<file path="src/rtl/jzjpcc_fetch_control.sv">
// ============================================================================
// Module  : jzjpcc_fetch_control
// Brief   : Fetch-stage sequencer. Handles post-reset warm-up, trap/redirect
//           arbitration against hazard stalls and halts, and flush bubbles.
//           Optional perf counters: JZJPCC_FETCH_PERF_COUNTERS_EN
// Rev     : 1.0 - initial release
// ============================================================================
`default_nettype none

module jzjpcc_fetch_control #(
    parameter int                PC_MAX_B    = 31,
    parameter int                INIT_CYCLES = 2,
    parameter logic [PC_MAX_B:2] TRAP_VECTOR = '0
) (
    input  logic                clock,
    input  logic                reset,
    input  logic                hazard_stall,
    input  logic                redirect_valid,
    input  logic [PC_MAX_B:2]   redirect_target,
    input  logic                trap_valid,
    input  logic                halt_req,
    input  logic                resume,
    output logic                initialize,
    output logic                stall_fetch,
    output logic                pcCTWriteEnable,
    output logic [PC_MAX_B:2]   controlTransferNewPC,
    output logic                flush_fetch,
`ifdef JZJPCC_FETCH_PERF_COUNTERS_EN
    output logic [31:0]         stall_count,
    output logic [31:0]         redirect_count,
`endif
    output logic                halted
);

    typedef enum logic [1:0] {
        ST_INIT = 2'd0,
        ST_RUN  = 2'd1,
        ST_HALT = 2'd2
    } state_t;

    localparam int CNT_W = (INIT_CYCLES > 1) ? $clog2(INIT_CYCLES) : 1;
    localparam logic [CNT_W-1:0] c_INIT_LAST =
        CNT_W'((INIT_CYCLES > 0) ? INIT_CYCLES - 1 : 0);
    // With no warm-up the controller comes out of reset already running.
    localparam state_t c_RESET_STATE = (INIT_CYCLES == 0) ? ST_RUN : ST_INIT;

    state_t              r_state,  w_state_nxt;
    logic [CNT_W-1:0]    r_init_cnt, w_init_cnt_nxt;
    logic                r_pend_valid, w_pend_valid_nxt;
    logic                r_pend_trap,  w_pend_trap_nxt;
    logic [PC_MAX_B:2]   r_pend_target, w_pend_target_nxt;
    logic [1:0]          r_flush_cnt;
    logic                w_xfer;
    logic [PC_MAX_B:2]   w_xfer_pc;

    always_ff @(posedge clock) begin
        if (!reset) begin
            r_state       <= c_RESET_STATE;
            r_init_cnt    <= '0;
            r_pend_valid  <= 1'b0;
            r_pend_trap   <= 1'b0;
            r_pend_target <= '0;
            r_flush_cnt   <= 2'd0;
        end else begin
            r_state       <= w_state_nxt;
            r_init_cnt    <= w_init_cnt_nxt;
            r_pend_valid  <= w_pend_valid_nxt;
            r_pend_trap   <= w_pend_trap_nxt;
            r_pend_target <= w_pend_target_nxt;
            if (w_xfer)
                r_flush_cnt <= 2'd2;
            else if (r_flush_cnt != 2'd0)
                r_flush_cnt <= r_flush_cnt - 2'd1;
        end
    end

    always_comb begin
        w_state_nxt       = r_state;
        w_init_cnt_nxt    = r_init_cnt;
        w_pend_valid_nxt  = r_pend_valid;
        w_pend_trap_nxt   = r_pend_trap;
        w_pend_target_nxt = r_pend_target;
        w_xfer            = 1'b0;
        w_xfer_pc         = '0;
        initialize        = 1'b0;
        stall_fetch       = 1'b0;

        case (r_state)
            ST_INIT: begin
                initialize     = 1'b1;
                w_init_cnt_nxt = r_init_cnt + 1'b1;
                if (r_init_cnt == c_INIT_LAST) begin
                    w_state_nxt    = ST_RUN;
                    w_init_cnt_nxt = '0;
                end
                // A buffered trap is never displaced by a later redirect.
                if (trap_valid) begin
                    w_pend_valid_nxt  = 1'b1;
                    w_pend_trap_nxt   = 1'b1;
                    w_pend_target_nxt = TRAP_VECTOR;
                end else if (redirect_valid && !(r_pend_valid && r_pend_trap)) begin
                    w_pend_valid_nxt  = 1'b1;
                    w_pend_trap_nxt   = 1'b0;
                    w_pend_target_nxt = redirect_target;
                end
            end

            ST_RUN: begin
                w_pend_valid_nxt = 1'b0;
                w_pend_trap_nxt  = 1'b0;
                if (trap_valid) begin
                    w_xfer    = 1'b1;
                    w_xfer_pc = TRAP_VECTOR;
                end else if (redirect_valid) begin
                    w_xfer    = 1'b1;
                    w_xfer_pc = redirect_target;
                end else if (r_pend_valid) begin
                    w_xfer    = 1'b1;
                    w_xfer_pc = r_pend_target;
                end
                stall_fetch = hazard_stall && !w_xfer;
                if (halt_req && !w_xfer)
                    w_state_nxt = ST_HALT;
            end

            ST_HALT: begin
                if (trap_valid) begin
                    w_xfer      = 1'b1;
                    w_xfer_pc   = TRAP_VECTOR;
                    w_state_nxt = ST_RUN;
                end else begin
                    stall_fetch = 1'b1;
                    if (resume)
                        w_state_nxt = ST_RUN;
                end
            end

            default: w_state_nxt = c_RESET_STATE;
        endcase
    end

    assign pcCTWriteEnable      = w_xfer;
    assign controlTransferNewPC = w_xfer_pc;
    assign flush_fetch          = (r_flush_cnt != 2'd0);
    assign halted               = (r_state == ST_HALT);

`ifdef JZJPCC_FETCH_PERF_COUNTERS_EN
    logic [31:0] r_stall_count;
    logic [31:0] r_redirect_count;
    logic        w_stall_active;

    assign w_stall_active = stall_fetch && (r_state != ST_INIT);

    always_ff @(posedge clock) begin
        if (!reset) begin
            r_stall_count    <= '0;
            r_redirect_count <= '0;
        end else begin
            if (w_stall_active && (r_stall_count != '1))
                r_stall_count <= r_stall_count + 32'd1;
            if (w_xfer && (r_redirect_count != '1))
                r_redirect_count <= r_redirect_count + 32'd1;
        end
    end

    assign stall_count    = r_stall_count;
    assign redirect_count = r_redirect_count;
`endif

endmodule

`default_nettype wire

</file>
<file path="config.mk">
export PLATFORM = sky130hd
export DESIGN_NAME = jzjpcc_fetch_control
export DESIGN_NICKNAME = d
export VERILOG_FILES = /design/src/rtl/jzjpcc_fetch_control.sv
export SDC_FILE = /design/constraint.sdc
export NUM_CORES = 1
export LEC_CHECK = 0
export CORE_MARGIN = 1
export CORE_UTILIZATION = 48
export CTS_BUF_LIST = sky130_fd_sc_hd__clkbuf_4
export CTS_CLUSTER_DIAMETER = 200
export DETAILED_ROUTE_END_ITERATION = 10
export GPL_TIMING_DRIVEN = 0
export PLACE_DENSITY = 0.9
export SKIP_LAST_GASP = 1
export SYNTH_ARGS = -nofsm -noshare
export SYNTH_HDL_FRONTEND = slang
export SYNTH_SLANG_ARGS = --single-unit
</file>
<file path="constraint.sdc">
create_clock -name clock -period 2.8 [get_ports clock]
set_input_delay 0.28 -clock clock [delete_from_list [all_inputs] [get_ports clock]]
set_output_delay 0.28 -clock clock [all_outputs]
set_load 0.01 [all_outputs]
</file>
======== Word level (Yosys, flattened, before mapping) ========
Index checks and enable logic that the tools add are counted.
cells by class
  add/sub/neg operators ................... 2
  $mul .................................... 0
  div/mod/pow operators ................... 0
  magnitude comparators ................... 0
  eq/ne operators ......................... 6
  shifts and indexed selects .............. 0
  mux-type cells .......................... 29
  bitwise gates (word level) .............. 1
  reduce and logical (&&, ||, !) cells .... 15
operators by type and width
  cell                                                                    count
  30-bit two-way mux                                                      6
  1-bit two-way mux                                                       12
  2-bit two-way mux                                                       6
  1-bit case mux with 2 select lines                                      4
  2-bit nonzero test                                                      4
  3-bit inequality test (second input constant)                           2
  2-bit case mux with 3 select lines                                      1
  1-bit logical AND                                                       4
  2-bit inequality test (second input constant)                           2
  2-bit AND reduction                                                     2
  3-bit AND reduction                                                     1
  2-bit by 1-bit equality test with 1-bit output (second input constant)  1
  2-bit equality test (second input constant)                             1
  1-bit zero test                                                         2
  2-bit zero test                                                         1
  2-bit OR reduction                                                      1
  2-bit by 1-bit subtractor with 2-bit output (second input constant)     1
  1-bit adder (second input constant)                                     1
  1-bit inverter                                                          1
word-level totals
  register bits after elaboration ......... 37
  latch bits .............................. 0
  memory bits (writable) .................. 0
  memory bits (read-only) ................. 0
  bits of input ports ..................... 37
  output and inout port bits .............. 35
  logic and storage cells ................. 60
  memories ................................ 0

======== Longest topological paths before layout ========
Gate-level depths: netlist of the first run.
  word-level depth ........................ 8
  gate-level depth with buffers ........... 7
  gate-level depth less buffers ........... 6

======== Least setup slack after synthesis of the first run ========
OpenSTA, ideal clock, no wires.
  path kind ............................... register -> output
  start ................................... register r_state[1]
  end ..................................... output controlTransferNewPC[10] (netlist bit)
  arrival ................................. 1207 ps
  required time ........................... 2520 ps
  setup slack ............................. 1313 ps
  cell stages (with the launch flop) ...... 7
  buffers on the path ..................... 2
  cells stage by stage .................... dfxtp_1 > inv_1 > ha_1 > buf_2 > nand2_1 > clkbuf_1 > nor2_1
between the ends
  cells in the longest elaborated chain, start to end .. 2
RTL lines
  what                                            line  source
  start: declaration                              47    state_t r_state, w_state_nxt;
  start signal: assignment                        58    r_state <= c_RESET_STATE;
  start signal: assignment                        65    r_state <= w_state_nxt;
  2-bit by 1-bit equality test with 1-bit output  88    case (r_state)
  30-bit two-way mux                              -
  end: declaration                                26    output logic [PC_MAX_B:2] controlTransferNewPC,
Every way passes these cells.

======== Final worst setup path of the first run ========
  start ................................... register r_state[1]
  end ..................................... output controlTransferNewPC[16] (netlist bit)
Same word-level chain as after synthesis.

==> impl_metrics.env, run 1 <==
export IMPL_critPathMaxStageDelay_ns=0.51
export IMPL_required_ns=2.52
export IMPL_drive_above_1_share_pct=6.29
export IMPL_cp_cell_sequence="inv_1 -> ha_1 -> buf_2 -> nand2_1 -> clkbuf_1 -> nor2_1 -> clkdlybuf4s50_1"
export IMPL_numPortBuffers=70
export IMPL_root_buffer="clkbuf_4"
export IMPL_hold_depth=3
export IMPL_fmax_mhz=385
export IMPL_clk_latency_ns=0.35
export IMPL_p_per_area_mw_per_mm2=603
export IMPL_end_kind="output pin"
export IMPL_grt_pass1_wl_um=8240
export IMPL_hold_buffers=0
export IMPL_maxCapViolCount=0
export IMPL_postCtsSetupRepairBufs=0
export IMPL_layout_common_cells="clkdlybuf4s50_1 (70), nor2_1 (61), dfxtp_1 (37)"
export IMPL_dr_pass1_iters=5
export IMPL_crit_buf_inv=4
export IMPL_start_util_pct=51.4
export IMPL_yosysTopAreaCell="dfxtp_1"
export IMPL_power_mw=1.68
export IMPL_rsz0062_at_grt="no"
export IMPL_cts_resized_gates=0
export IMPL_yosysUniqueCellTypes=31
export IMPL_vdd_ir_drop_max_uv=379
export IMPL_finalHoldViolations=0
export IMPL_ys_top_cells_by_area="dfxtp_1 (38%), a22o_1 (14%), nor2_1 (12%), a21oi_1 (8.8%), nand2_1 (6.6%)"
export IMPL_fill_cells=294
export IMPL_synth_seq_cells=37
export IMPL_cts_tree="done"
export IMPL_synth_top_area_share_pct=38.2
export IMPL_clock_skew_ns=0.0137
export IMPL_area_growth_pct=43.3
export IMPL_crit_family="buffers and inverters"
export IMPL_viasPerCell=5.31
export IMPL_post_route_period_util_pct=92.9
export IMPL_relSlewSlack_pct=65.7
export IMPL_final_antenna_net_count=0
export IMPL_syn_inst=256
export IMPL_cts_sinks=37
export IMPL_rr_worst_depth=7
export IMPL_die_w_um=65.5
export IMPL_track_usage_pct=24.7
export IMPL_whs_ns=0.325
export IMPL_multi_input_area_sq_mm=0.00105
export IMPL_ios=72
export IMPL_wire_per_inst_um=13.2
export IMPL_ys_warn_count=0
export IMPL_path_class="reg -> out"
export IMPL_hpwl_um=3600
export IMPL_seqCellArea_sq_um=741
export IMPL_setup_viol=0
export IMPL_final_common_cell="clkdlybuf4s50_1"
export IMPL_syn_avg_cell_area_sq_um=7.57
export IMPL_chipHeight_um=65.5
export IMPL_setup_tns_ns=0
export IMPL_fin_nets=374
export IMPL_row_count=22
export IMPL_htree_levels=2
export IMPL_path_max_fanout=10
export IMPL_grt_max_degree=12
export IMPL_hp_class="in -> reg"
export IMPL_crit_cells=7
export IMPL_num_vias=2029
export IMPL_numCtsBuffers=5
export IMPL_leakagePower_nw=1.03
export IMPL_slew_viol_final=0
export IMPL_worstPathArrival_ns=2.32
export IMPL_coreArea_sq_mm=0.00377
export IMPL_worstSetupStartpointType="flop"
export IMPL_post_route_cell_area_sq_mm=0.00278
export IMPL_period_minus_slack_ns=2.60
export IMPL_placed_cell_area_sq_mm=0.00270
export IMPL_status="finished, final reports clean"
export IMPL_syn_cell_area_sq_mm=0.00194
export IMPL_first_iter_violations=193
export IMPL_antenna_found_initial=0
export IMPL_drt_total_wl_um=5050
export IMPL_tightest_slew_ns=0.515
export IMPL_path_clk_slew_ns=0.10
export IMPL_synth_nets=297
export IMPL_grt_pass1_vias=1929
export IMPL_n_antenna_cell=0
export IMPL_fp_dieArea_sq_mm=0.00429
export IMPL_grt_overflow=0
export IMPL_slowest_stage="clkdlybuf4s50_1"
export IMPL_cts_path_max_buffers=2
export IMPL_drcViolationCount=0
export IMPL_gp_congestion=0.875
export IMPL_seq_area_frac_synth_pct=38.2
[final timing paths]
kind / startpoint / end / slack (ns)
max: r_state[1] / controlTransferNewPC[16] / 0.20
min: reset / r_flush_cnt[0] / 0.32
max reg2reg: r_state[0] / r_state[0] / 1.14
min reg2reg: r_flush_cnt[0] / r_flush_cnt[0] / 0.45
[where the power goes]
| group | switching [mW] | internal, mW |
|---|---|---|
| Sequential | 0.0513 | 0.607 |
| Clock | 0.167 | 0.196 |
| Combinational | 0.348 | 0.307 |
[state kept, by name (all words and copies together), names as in the netlist]
name,flops
r_pend_valid,1
r_state,2
r_pend_target,30
r_flush_cnt,2
r_init_cnt,1
r_pend_trap,1
[cell type report]
type | count | area share [%]
multi-input cells | 191 | 37.7
flip-flops and latches | 37 | 26.7
repair buffers | 70 | 25.2
plain buffers | 23 | 4.73
well taps | 48 | 2.16
clock buffers | 6 | 1.62
clock inverters | 2 | 1.22
inverters | 5 | 0.676
[synthesized netlist by cell type (all sizes together)]
master / instances
a21boi: 3
a21oi: 34
a22o: 30
a31oi: 1
and2: 1
and4: 1
buf: 12
clkbuf: 11
dfxtp: 37
ha: 4
inv: 5
mux2i: 1
nand2: 34
nand2b: 4
nand3b: 1
nor2: 61
nor2b: 3
nor3: 1
nor3b: 2
o211ai: 1
o21a: 1
o21ai: 4
o221a: 1
o221ai: 1
o22ai: 1
or2: 1
[per-stage QoR]
step	utilization, %	std cells	setup WS [ns]
3_3_place_gp	71.5	374	0.353
4_1_cts	73.6	382	0.198
5_1_grt	73.6	382	0.0871
6_report	73.6	382	0.199
3_5_place_dp	71.5	374	0.322
2_1_floorplan	-	256	1.31
[cell families (layout without fill, tap and decap cells)]
logic type               Yosys count  count (layout)  share of synthesized area, %
AND/OR/NAND/NOR                  109             109                          23.3
AO/OA/AOI/OAI                     77              77                          27.6
flip-flops                        37              37                          38.2
buffers and inverters             28             106                          7.75
adder cells (fa/ha/maj)            4               4                          2.58
multiplexers                       1               1                         0.517
[per-layer routing]
layer	part of all wire (%)	vias up	track usage (%)
met5	0	-	0
met4	1.2	0	9.78
met3	6.5	7	5.03
met2	47	67	43.0
met1	45	930	29.2
li1	-	1025	-
[worst min-delay path, stage by stage]
cell and delay, ns:
clkbuf_1 0.20, nand2_1 0.12, nor3_1 0.04
No activity file was read; power rests on OpenSTA's default activity.
==> run 2: changes to the inputs <==
CELL_PAD_IN_SITES_DETAIL_PLACEMENT = 1   (was default)
CELL_PAD_IN_SITES_GLOBAL_PLACEMENT = 1   (was default)
CORE_UTILIZATION = 34   (was 48)
==> impl_metrics.env, run 2 (synthesis results as in run 1) <==
export IMPL_status="finished, final reports clean"
export IMPL_leakagePower_nw=1.03
export IMPL_vdd_ir_drop_max_uv=320
export IMPL_grt_pass1_wl_um=10200
export IMPL_viasPerCell=5.07
export IMPL_seqCellArea_sq_um=741
export IMPL_setup_tns_ns=0
export IMPL_top_regs="r_pend_target (30), r_flush_cnt (2), r_state (2)"
export IMPL_grt_pass1_vias=2159
export IMPL_hold_buffers=0
export IMPL_drt_total_wl_um=6030
export IMPL_p_per_area_mw_per_mm2=614
export IMPL_final_common_cell="clkdlybuf4s50_1"
export IMPL_track_usage_pct=21.5
export IMPL_cts_tree="done"
export IMPL_start_util_pct=35.2
export IMPL_post_route_cell_area_sq_mm=0.00281
export IMPL_internal_power_mw=1.11
export IMPL_post_route_period_util_pct=95.2
export IMPL_path_max_fanout=10
export IMPL_r2r_setup_slack_ns=1.15
export IMPL_hold_depth=3
export IMPL_crit_buf_inv=4
export IMPL_power_mw=1.73
export IMPL_path_class="reg -> out"
export IMPL_grt_max_degree=14
export IMPL_clk_latency_ns=0.37
export IMPL_multi_input_area_sq_mm=0.00105
export IMPL_seqPwrFrac_pct=38.2
export IMPL_setup_viol=0
export IMPL_tightest_slew_ns=0.492
export IMPL_pre_cts_ws_ns=0.289
export IMPL_switching_share_pct=36.0
export IMPL_crit_family="buffers and inverters"
export IMPL_p_comb_share_pct=39.5
export IMPL_final_antenna_net_count=0
export IMPL_fin_util_pct=51.1
export IMPL_num_vias=2059
export IMPL_critPathMaxStageDelay_ns=0.50
export IMPL_maxCapViolCount=0
export IMPL_layout_common_cells="clkdlybuf4s50_1 (70), nor2_1 (61), dfxtp_1 (37)"
export IMPL_antenna_found_initial=0
export IMPL_dp_cells=398
export IMPL_p_switching_mw=0.621
export IMPL_slowest_stage="clkdlybuf4s50_1"
export IMPL_relSlewSlack_pct=67.2
export IMPL_placed_cell_area_sq_mm=0.00273
export IMPL_r2r_start="r_state[0]"
export IMPL_period_minus_slack_ns=2.67
export IMPL_hold_start="reset"
export IMPL_gp_congestion=0.775
export IMPL_path_clk_slew_ns=0.12
export IMPL_r2r_end="r_state[1]"
export IMPL_fmax_mhz=375
export IMPL_worst_slack_ns=0.134
export IMPL_root_buffer="clkbuf_4"
export IMPL_fin_nets=374
export IMPL_coreArea_sq_mm=0.00551
export IMPL_first_iter_violations=89
export IMPL_largest_register_ffs=30
export IMPL_fill_cells=687
export IMPL_area_growth_pct=45.3
export IMPL_whs_ns=0.311
export IMPL_grt_overflow=0
export IMPL_die_w_um=77.5
export IMPL_p_clk_share_pct=22.3
export IMPL_drcViolationCount=0
export IMPL_drive_above_1_share_pct=7.19
export IMPL_crit_cells=7
export IMPL_finalNonFillerCells=406
export IMPL_numCtsBuffers=5
export IMPL_worstPathArrival_ns=2.39
export IMPL_chipHeight_um=77.5
export IMPL_cts_path_max_buffers=2
export IMPL_slew_viol_final=0
export IMPL_clock_skew_ns=0.0184
export IMPL_fp_dieArea_sq_mm=0.00600
export IMPL_rsz0062_at_grt="yes"
export IMPL_cts_sinks=37
export IMPL_dr_pass1_iters=4
export IMPL_regMostFlops="r_pend_target"
export IMPL_cp_cell_sequence="inv_1 -> ha_1 -> buf_2 -> nand2_1 -> clkbuf_1 -> nor2_1 -> clkdlybuf4s50_1"
export IMPL_rr_worst_depth=7
export IMPL_whs_endpoint="r_flush_cnt[0]"
export IMPL_wire_per_inst_um=14.8
export IMPL_hpwl_um=4350
export IMPL_ios=72
export IMPL_n_antenna_cell=0
export IMPL_htree_levels=2
export IMPL_required_ns=2.52
export IMPL_worstSetupStartpointType="flop"
export IMPL_hp_class="in -> reg"
export IMPL_numPortBuffers=70
export IMPL_end_kind="output pin"
export IMPL_row_count=27
export IMPL_finalHoldViolations=0
export IMPL_postCtsSetupRepairBufs=0
==> run 2: changes by cell type in the layout (fill, tap and decap cells not counted), sizes merged <==
cell / before / now
clkbuf: 17 / 16
clkinvlp: 0 / 1
==> run 2: worst min-delay path, cell delays in order <==
cell and delay, ns:
clkbuf_1 0.20, nand2_1 0.13, nor3_1 0.04
==> run 2: timing repair <==
item                                   4_1_cts  5_1_grt
endpoints found under the hold margin        0        0
resized for setup                            0        4
setup endpoints to repair                    0        7
==> run 2: power groups by stage <==
stage / combinational, mW / clock, mW / sequential [mW]
6_report: 0.682 / 0.385 / 0.660
4_1_cts: 0.685 / 0.394 / 0.659
3_3_place_gp: 0.654 / 0 / 0.663
5_1_grt: 0.748 / 0.416 / 0.671
3_5_place_dp: 0.676 / 0 / 0.670
2_1_floorplan: 0.424 / 0 / 0.656
==> run 2: layer usage <==
layer	global-route usage, %	wire length, um	up-vias	share of wire [%]
li1	-	-	1020	-
met1	25.3	2700	977	45
met2	37.9	2960	51	49
met3	3.29	221	11	3.7
met4	10.8	147	0	2.4
met5	0	0	-	0
==> run 2: how the worst max path moves through the flow <==
stage	startpoint	endpoint	slack [ns]
floorplan	r_state[1]	controlTransferNewPC[10]	1.31
global placement	redirect_valid	controlTransferNewPC[29]	0.31
detailed placement	redirect_valid	controlTransferNewPC[25]	0.29
CTS	r_state[1]	controlTransferNewPC[25]	0.13
global route	r_state[1]	controlTransferNewPC[12]	-0.008
finish	r_state[1]	controlTransferNewPC[13]	0.13
==> run 2: cell type report <==
cell class / instances / share of cell area, %
Multi-Input combinational cell: 191 / 37.2
Sequential cell: 37 / 26.3
Timing Repair Buffer: 70 / 24.9
Buffer: 23 / 4.76
Tap cell: 72 / 3.20
Clock inverter: 3 / 1.65
Clock buffer: 5 / 1.33
Inverter: 5 / 0.667
==> run 3: changes to the inputs <==
SETUP_SLACK_MARGIN = 0.5   (was default)
==> impl_metrics.env, run 3 (synthesis results as in run 1) <==
export IMPL_status="finished, final reports clean"
export IMPL_vdd_ir_drop_max_uv=285
export IMPL_hp_class="in -> reg"
export IMPL_p_comb_share_pct=39.6
export IMPL_final_antenna_net_count=0
export IMPL_cts_path_max_buffers=2
export IMPL_row_count=27
export IMPL_regMostFlops="r_pend_target"
export IMPL_postCtsSetupRepairBufs=0
export IMPL_gp_congestion=0.775
export IMPL_ios=72
export IMPL_worstSetupStartpointType="flop"
export IMPL_p_per_area_mw_per_mm2=616
export IMPL_fp_dieArea_sq_mm=0.00600
export IMPL_crit_start="r_state[1]"
export IMPL_clock_skew_ns=0.0180
export IMPL_viasPerCell=5.05
export IMPL_chipHeight_um=77.5
export IMPL_hpwl_um=4350
export IMPL_rsz0062_at_grt="no"
export IMPL_required_ns=2.52
export IMPL_p_switching_mw=0.622
export IMPL_path_clk_slew_ns=0.12
export IMPL_coreArea_sq_mm=0.00551
export IMPL_root_buffer="clkbuf_4"
export IMPL_drcViolationCount=0
export IMPL_end_kind="output pin"
export IMPL_numCtsBuffers=5
export IMPL_dr_pass1_iters=4
export IMPL_power_mw=1.73
export IMPL_grt_pass1_wl_um=10200
export IMPL_drt_total_wl_um=6050
export IMPL_top_regs="r_pend_target (30), r_flush_cnt (2), r_state (2)"
export IMPL_antenna_found_initial=0
export IMPL_layout_common_cells="nor2_1 (61), clkdlybuf4s50_1 (38), dfxtp_1 (36)"
export IMPL_r2r_start="r_state[0]"
export IMPL_period_minus_slack_ns=2.13
export IMPL_grt_overflow=0
export IMPL_finalHoldViolations=0
export IMPL_multi_input_area_sq_mm=0.00105
export IMPL_fin_nets=374
export IMPL_track_usage_pct=21.7
export IMPL_leakagePower_nw=1.22
export IMPL_path_class="reg -> out"
export IMPL_area_growth_pct=44.6
export IMPL_seqPwrFrac_pct=38.2
export IMPL_path_max_fanout=10
export IMPL_rr_worst_depth=7
export IMPL_setup_tns_ns=0
export IMPL_drive_above_1_share_pct=10.8
export IMPL_r2r_setup_slack_ns=1.13
export IMPL_switching_share_pct=36.0
export IMPL_fill_cells=701
export IMPL_htree_levels=2
export IMPL_die_w_um=77.5
export IMPL_wire_per_inst_um=14.9
export IMPL_internal_power_mw=1.10
export IMPL_slew_viol_final=0
export IMPL_numPortBuffers=70
export IMPL_post_route_period_util_pct=76.2
export IMPL_clk_latency_ns=0.36
export IMPL_first_iter_violations=87
export IMPL_r2r_end="r_state[1]"
export IMPL_relSlewSlack_pct=71.7
export IMPL_p_clk_share_pct=22.2
export IMPL_num_vias=2051
export IMPL_grt_max_degree=14
export IMPL_n_antenna_cell=0
export IMPL_fmax_mhz=469
export IMPL_cts_sinks=37
export IMPL_endpoint="controlTransferNewPC[25]"
export IMPL_maxCapViolCount=0
export IMPL_setup_viol=0
export IMPL_cts_tree="done"
export IMPL_largest_register_ffs=30
export IMPL_final_common_cell="nor2_1"
export IMPL_start_util_pct=35.2
export IMPL_grt_pass1_vias=2175
export IMPL_seqCellArea_sq_um=742
export IMPL_tightest_slew_ns=0.424
export IMPL_worstPathArrival_ns=1.85
[run 3: changes by cell type in the layout (fill, tap and decap cells not counted), sizes merged]
cell           change
clkdlybuf4s50     -32
dlygate4sd2       +32
[run 3: how the worst min path moves through the flow]
stage               slack, ns                end                 from  depth (start not counted)
global route             0.35         r_state[1]                reset                          2
detailed placement       0.44     r_flush_cnt[0]       r_flush_cnt[0]                          1
CTS                      0.31     r_flush_cnt[0]                reset                          3
global placement         0.42     r_flush_cnt[0]       r_flush_cnt[0]                          1
finish                   0.33     r_flush_cnt[0]                reset                          3
floorplan                0.41  r_pend_target[10]  redirect_target[10]                          1
[run 3: area by class of cell]
| cell class | count | share of cell area [%] |
|---|---|---|
| clock inverters | 3 | 1.65 |
| repair buffers | 70 | 23.6 |
| multi-input cells | 191 | 37.5 |
| plain buffers | 23 | 5.58 |
| inverters | 5 | 0.670 |
| well taps | 72 | 3.22 |
| clock buffers | 5 | 1.34 |
| flip-flops and latches | 37 | 26.5 |
[run 3: through the flow]
stage,setup WS [ns],cells,hold slack [ns],area [sq um],utilization [%]
after floorplan,1.31,256,0.405,1940,-
after global placement,0.305,398,0.419,2730,49.5
after detailed placement,0.289,398,0.440,2730,49.5
after CTS,0.644,406,0.308,2800,50.9
after global routing,0.535,406,0.353,2800,50.9
final,0.667,406,0.329,2800,50.9
[run 3: critical path, cell delays in order (launching register included)]
cell and delay [ns]:
dfxtp_2 0.36, inv_1 0.08, ha_1 0.16, buf_4 0.17
nand2_1 0.10, clkbuf_4 0.20, nor2_1 0.12, dlygate4sd2_1 0.30
[run 3: per-layer routing]
layer	wire length, um	GRT usage (%)
met1	2700	25.1
met2	2990	38.8
met3	196	3.06
met4	153	10.6
met5	0	0
[run 3: power by group through the flow]
stage	Combinational (mW)	Sequential, mW	Clock [mW]
2_1_floorplan	0.424	0.656	0
6_report	0.684	0.659	0.382
4_1_cts	0.684	0.660	0.394
3_3_place_gp	0.654	0.663	0
5_1_grt	0.744	0.672	0.416
3_5_place_dp	0.676	0.670	0
[run 3: repair_timing]
action,4_1_cts,5_1_grt
gates resized for setup,50,0
setup endpoints to repair,32,0
hold buffers,0,0
